==> config.mk <==
export PLATFORM = sky130hd
export DESIGN_NAME = wt_store_buffer
export DESIGN_NICKNAME = d
export VERILOG_FILES = /design/src/rtl/wt_store_buffer.sv
export SDC_FILE = /design/constraint.sdc
export NUM_CORES = 2
export LEC_CHECK = 0
export BUFFER_PORTS_ARGS = -buffer_cell sky130_fd_sc_hd__buf_4
export CAP_MARGIN = 40
export CORE_UTILIZATION = 29
export CTS_CLUSTER_SIZE = 14
export DETAILED_ROUTE_END_ITERATION = 10
export GPL_ROUTABILITY_DRIVEN = 1
export MAX_ROUTING_LAYER = met4
export PLACE_DENSITY = 0.52
export SYNTH_ARGS = -nofsm -noshare
export SYNTH_HDL_FRONTEND = slang
export SYNTH_SLANG_ARGS = --single-unit
==> constraint.sdc <==
create_clock -name clk_i -period 36.7 [get_ports clk_i]
set_clock_uncertainty 0.1 [all_clocks]
set_input_delay 3.67 -clock clk_i [delete_from_list [all_inputs] [get_ports clk_i]]
set_output_delay 3.67 -clock clk_i [all_outputs]
set_load 0.005 [all_outputs]
==> src/rtl/wt_store_buffer.sv <==
// Write-through store buffer: merges stores into not-yet-presented entries,
// issues to memory in order with tagged IDs, and retires in order on acks.
module wt_store_buffer #(
  parameter int DEPTH = 8,
  parameter int TID_W = 2
) (
  input  logic             clk_i,
  input  logic             rst_i,
  input  logic             st_valid_i,
  output logic             st_ready_o,
  input  logic [63:0]      st_addr_i,
  input  logic [63:0]      st_data_i,
  input  logic [7:0]       st_be_i,
  output logic             mem_valid_o,
  input  logic             mem_ready_i,
  output logic [63:0]      mem_addr_o,
  output logic [63:0]      mem_data_o,
  output logic [7:0]       mem_be_o,
  output logic [TID_W-1:0] mem_tid_o,
  input  logic             mem_rsp_valid_i,
  input  logic [TID_W-1:0] mem_rsp_tid_i,
  input  logic [63:0]      chk_addr_i,
  output logic             chk_hit_o,
  output logic             empty_o,
  output logic             full_o
);
  localparam int PW = $clog2(DEPTH);
  localparam int NT = 2**TID_W;
  localparam logic [PW:0] FULL_CNT = (PW+1)'(DEPTH);

  typedef enum logic [1:0] {FREE, PEND, SENT, DONE} ent_e;

  ent_e             r_st    [DEPTH];
  logic [60:0]      r_waddr [DEPTH];
  logic [63:0]      r_data  [DEPTH];
  logic [7:0]       r_be    [DEPTH];
  logic [TID_W-1:0] r_tid   [DEPTH];
  logic [PW-1:0]    r_tail, r_iss, r_head;
  logic [PW:0]      r_count;
  logic [NT-1:0]    r_busy;
  logic             r_hold;
  logic [TID_W-1:0] r_hold_tid;

  logic             w_mvalid, w_fire, w_acc, w_mhit, w_merge, w_alloc, w_rsp_ok, w_retire;
  logic [PW-1:0]    w_midx;
  logic [TID_W-1:0] w_low_free, w_tid;
  logic [NT-1:0]    w_set, w_clr;
  logic             w_unused;

  assign w_unused = ^{st_addr_i[2:0], chk_addr_i[2:0]};

  always_comb begin
    w_low_free = '0;
    for (int t = NT-1; t >= 0; t--)
      if (!r_busy[t]) w_low_free = TID_W'(t);
  end

  // A presented-but-stalled write keeps its TID even if a lower one frees up.
  assign w_tid    = r_hold ? r_hold_tid : w_low_free;
  assign w_mvalid = (r_st[r_iss] == PEND) && !(&r_busy);
  assign w_fire   = w_mvalid && mem_ready_i;

  assign st_ready_o = (r_count != FULL_CNT);
  assign w_acc      = st_valid_i && st_ready_o;

  always_comb begin
    w_mhit = 1'b0;
    w_midx = '0;
    for (int i = 0; i < DEPTH; i++)
      if (r_st[i] == PEND && r_waddr[i] == st_addr_i[63:3] &&
          !(w_mvalid && PW'(i) == r_iss)) begin
        w_mhit = 1'b1;
        w_midx = PW'(i);
      end
  end

  assign w_merge  = w_acc && w_mhit;
  assign w_alloc  = w_acc && !w_mhit;
  assign w_rsp_ok = mem_rsp_valid_i && r_busy[mem_rsp_tid_i];
  assign w_retire = (r_st[r_head] == DONE);
  assign w_set    = w_fire   ? (NT'(1) << w_tid)         : '0;
  assign w_clr    = w_rsp_ok ? (NT'(1) << mem_rsp_tid_i) : '0;

  always_comb begin
    chk_hit_o = 1'b0;
    for (int i = 0; i < DEPTH; i++)
      if ((r_st[i] == PEND || r_st[i] == SENT) && r_waddr[i] == chk_addr_i[63:3])
        chk_hit_o = 1'b1;
  end

  assign mem_valid_o = w_mvalid;
  assign mem_addr_o  = w_mvalid ? {r_waddr[r_iss], 3'b000} : '0;
  assign mem_data_o  = w_mvalid ? r_data[r_iss] : '0;
  assign mem_be_o    = w_mvalid ? r_be[r_iss]   : '0;
  assign mem_tid_o   = w_mvalid ? w_tid         : '0;
  assign empty_o     = (r_count == '0);
  assign full_o      = (r_count == FULL_CNT);

  always_ff @(posedge clk_i or posedge rst_i) begin
    if (rst_i) begin
      for (int i = 0; i < DEPTH; i++) begin
        r_st[i]    <= FREE;
        r_waddr[i] <= '0;
        r_data[i]  <= '0;
        r_be[i]    <= '0;
        r_tid[i]   <= '0;
      end
      r_tail     <= '0;
      r_iss      <= '0;
      r_head     <= '0;
      r_count    <= '0;
      r_busy     <= '0;
      r_hold     <= 1'b0;
      r_hold_tid <= '0;
    end else begin
      if (w_merge) begin
        for (int b = 0; b < 8; b++)
          if (st_be_i[b]) r_data[w_midx][b*8 +: 8] <= st_data_i[b*8 +: 8];
        r_be[w_midx] <= r_be[w_midx] | st_be_i;
      end
      if (w_alloc) begin
        r_st[r_tail]    <= PEND;
        r_waddr[r_tail] <= st_addr_i[63:3];
        r_data[r_tail]  <= st_data_i;
        r_be[r_tail]    <= st_be_i;
        r_tail          <= r_tail + PW'(1);
      end
      if (w_fire) begin
        r_st[r_iss]  <= SENT;
        r_tid[r_iss] <= w_tid;
        r_iss        <= r_iss + PW'(1);
      end
      if (w_rsp_ok)
        for (int i = 0; i < DEPTH; i++)
          if (r_st[i] == SENT && r_tid[i] == mem_rsp_tid_i) r_st[i] <= DONE;
      if (w_retire) begin
        r_st[r_head] <= FREE;
        r_head       <= r_head + PW'(1);
      end
      r_busy     <= (r_busy | w_set) & ~w_clr;
      r_count    <= r_count + (PW+1)'(w_alloc) - (PW+1)'(w_retire);
      r_hold     <= w_mvalid && !mem_ready_i;
      r_hold_tid <= w_tid;
    end
  end
endmodule

==> results.yml <==
status:
  status: "complete, but fails checks"
  violations: "DRC"
sta:
  period_minus_slack_ps: 10550
  hold_viol: 0
  tightestPinTransition_ps: 1110
  setup_viol: 0
  fmax_mhz: 94.8
  slew_violations: 0
  max_slew_margin: 0.250
  fin_crit_sh: 0.287
  rsz0062_at_grt: "false"
  tns_ps: 0
yosys:
  syn-cell-area_um2: 64200
  synth.avg_cell_area_um2: 10.5
  syn_inst: 6142
  yosysMostFrequentCell: "dfrtp_1"
  seq_area_frac_synth: 0.435
  yosys.area.top_type: "dfrtp_1"
  synth_cell_types: 78
  synth_edf_count: 0
  ys_warn_count: 0
  synth.top_cell.area_share: 0.435
  synth.area.top_cells: "dfrtp_1 43%, mux2_2 16%, xnor2_1 6.1%, xor2_1 4.2%, o221ai_1 3.7%"
  ys.flop_type: "dfrtp_1"
  synthTopCellsByCount: "1116 x dfrtp_1, 893 x mux2_2, 636 x nand2_1"
  synth.ff_latch_count: 1116
  async_flop_share: 1.00
die:
  dieArea_um2: 223000
  num_rows: 172
  io_pins: 350
  die_h_um: 473
  initial_core_util: 0.292
  fp.dieW_um: 473
  core_um2: 220000
setup_path:
  cp_max_fo: 7
  endpoint_kind: "output port"
  worstRegToRegCells: 13
  slowest_stage: "nor3_1"
  crit_type: "in -> out"
  rr_endpoint: "r_data[104]"
  startpoint_type: "primary input"
  critPathBufInv: 2
  crit_required_ps: 32930
  slowest_delay_ps: 720
  rr_startpoint: "r_iss[0]"
  r2r_slack_ps: 28850
  path_cells: "buf_4, xnor2_1, nand4_1, nor4_1, nand4_1, nor3_1, nor4_1, nand4_1, buf_4"
  crit_path_frequent_cell: "nand4_1"
  crit_family: "simple AND/OR/NAND/NOR gates"
  crit_arrival_ps: 6780
final_layout:
  layout.nets: 6522
  n_fill_cell: 22500
  ff_latch_area_um2: 27900
  drive_gt1_frac: 0.268
  multiInputGateArea_um2: 33700
  areaGrowthSynthToFinish_pct: 16.6
grt:
  grt_max_degree: 163
  grt_pass1_vias: 55200
  grt_usage: 0.343
  grt_overflow: 0
  grt_first_pass_wirelength_um: 504000
  antenna_found_initial: 40
drt:
  viasPerCell: 6.03
  drt-initial-drc-count: 7987
  drt-total-wl_um: 379000
  post_drt_wl_per_cell_um: 40.4
  first_pass_iters: 11
  vias: 56500
  route.detailed.drc: 1
  postRouteAntennaNets: 0
min_path:
  hold_class: "reg -> reg"
  hp-start: "r_data[120]"
  hold_path_depth: 1
  min_to: "r_data[120]"
power_and_ir_drop:
  irDropWorstVdd_v: 0.0000861
  power_density_nw_per_um2: 107
  p_leak_nw: 30.6
  total_power_mw: 8.03
clock_network:
  clockBufferDepth: 3
  ctsResizeCount: 0
  htree_levels: 4
  root_buffer: "clkbuf_16"
  holdBufCountCts: 0
  cts_buffers: 137
  cts.sinks: 1116
  cts_tree: "yes"
  postCtsSetupRepairBufs: 0
  clk_latency_ps: 830
  path_clk_slew_ps: 50
placed_design:
  dp_hpwl_um: 277000
  io_buffer_count: 340
  place_congestion: 1.14
flow_run:
  maxCapViolCount: 0
power by group:
group / internal [mW] / switching, mW
logic: 1.56 / 2.34
registers: 1.82 / 0.913
clock network: 0.794 / 0.600
total: 4.18 / 3.85
layout make-up:
class,count,share of cell area
well taps,2958,0.0494
multi-input cells,4327,0.451
flip-flops and latches,1116,0.373
repair buffers,506,0.0555
clock inverters,47,0.00880
diodes,24,0.000802
inverters,196,0.00999
clock buffers,193,0.0518
placed cells by master (no fill, tap or decap), drive strengths merged, types with 29 or more instances in the layout:
master	count
a221oi	144
nand2	636
inv	191
dfrtp	1116
o221ai	275
clkinv	44
xor2	307
o22ai	204
a22o	35
nand4	192
nor2	45
mux2i	64
nor2b	29
o2111ai	39
ha	30
clkbuf	198
mux2	909
o21ai	374
xnor2	446
nor3	37
buf	498
a21oi	37
nand3	32
nor4	157
nand2b	150
per-layer routing:
metal | vias up | global-route usage | part of all wire
met4 | 0 | 0.231 | 0.082
li1 | 22800 | - | -
met1 | 29000 | 0.414 | 0.39
met3 | 1035 | 0.104 | 0.10
met2 | 3677 | 0.490 | 0.42
met5 | - | - | 0
worst max-delay path by stage:
stage	cells past startpoint	end	slack [ps]	start
global placement	13	r_data[114]	25990	st_addr_i[40]
global route	10	chk_hit_o	26400	chk_addr_i[56]
finish	9	chk_hit_o	26150	chk_addr_i[47]
floorplan	1	r_be[0]	1510	rst_i
CTS	9	chk_hit_o	26390	chk_addr_i[47]
detailed placement	15	r_data[108]	26210	st_addr_i[59]
flip-flops by register name (all words and copies together), names as in the netlist, 2 cells and up:
| register | flops |
|---|---|
| r_be | 64 |
| r_busy | 4 |
| r_count | 4 |
| r_data | 512 |
| r_head | 3 |
| r_hold_tid | 2 |
| r_iss | 3 |
| r_st | 16 |
| r_tail | 3 |
| r_tid | 16 |
| r_waddr | 488 |
kinds of logic after synthesis:
family / synth area share
xor gates and xnor gates: 0.103
adders and majority gates: 0.00616
other: 0.0000584
AOI/OAI and AO/OA: 0.137
buffers and inverters: 0.0425
and+or+nand+nor: 0.104
DFF: 0.435
muxes: 0.172
through the flow:
step | std cells | hold slack (ps) | setup WS (ps) | util | area [um2]
after CTS | 9325 | 403 | 26390 | 0.339 | 74600
after detailed placement | 9085 | 390 | 26210 | 0.319 | 70100
after global routing | 9362 | 408 | 26400 | 0.340 | 74900
after floorplan | 6144 | 369 | 1510 | - | 64200
after global placement | 9036 | 382 | 25990 | 0.316 | 69500
final | 9367 | 398 | 26150 | 0.340 | 74900
(Power assumes the default switching activity.)
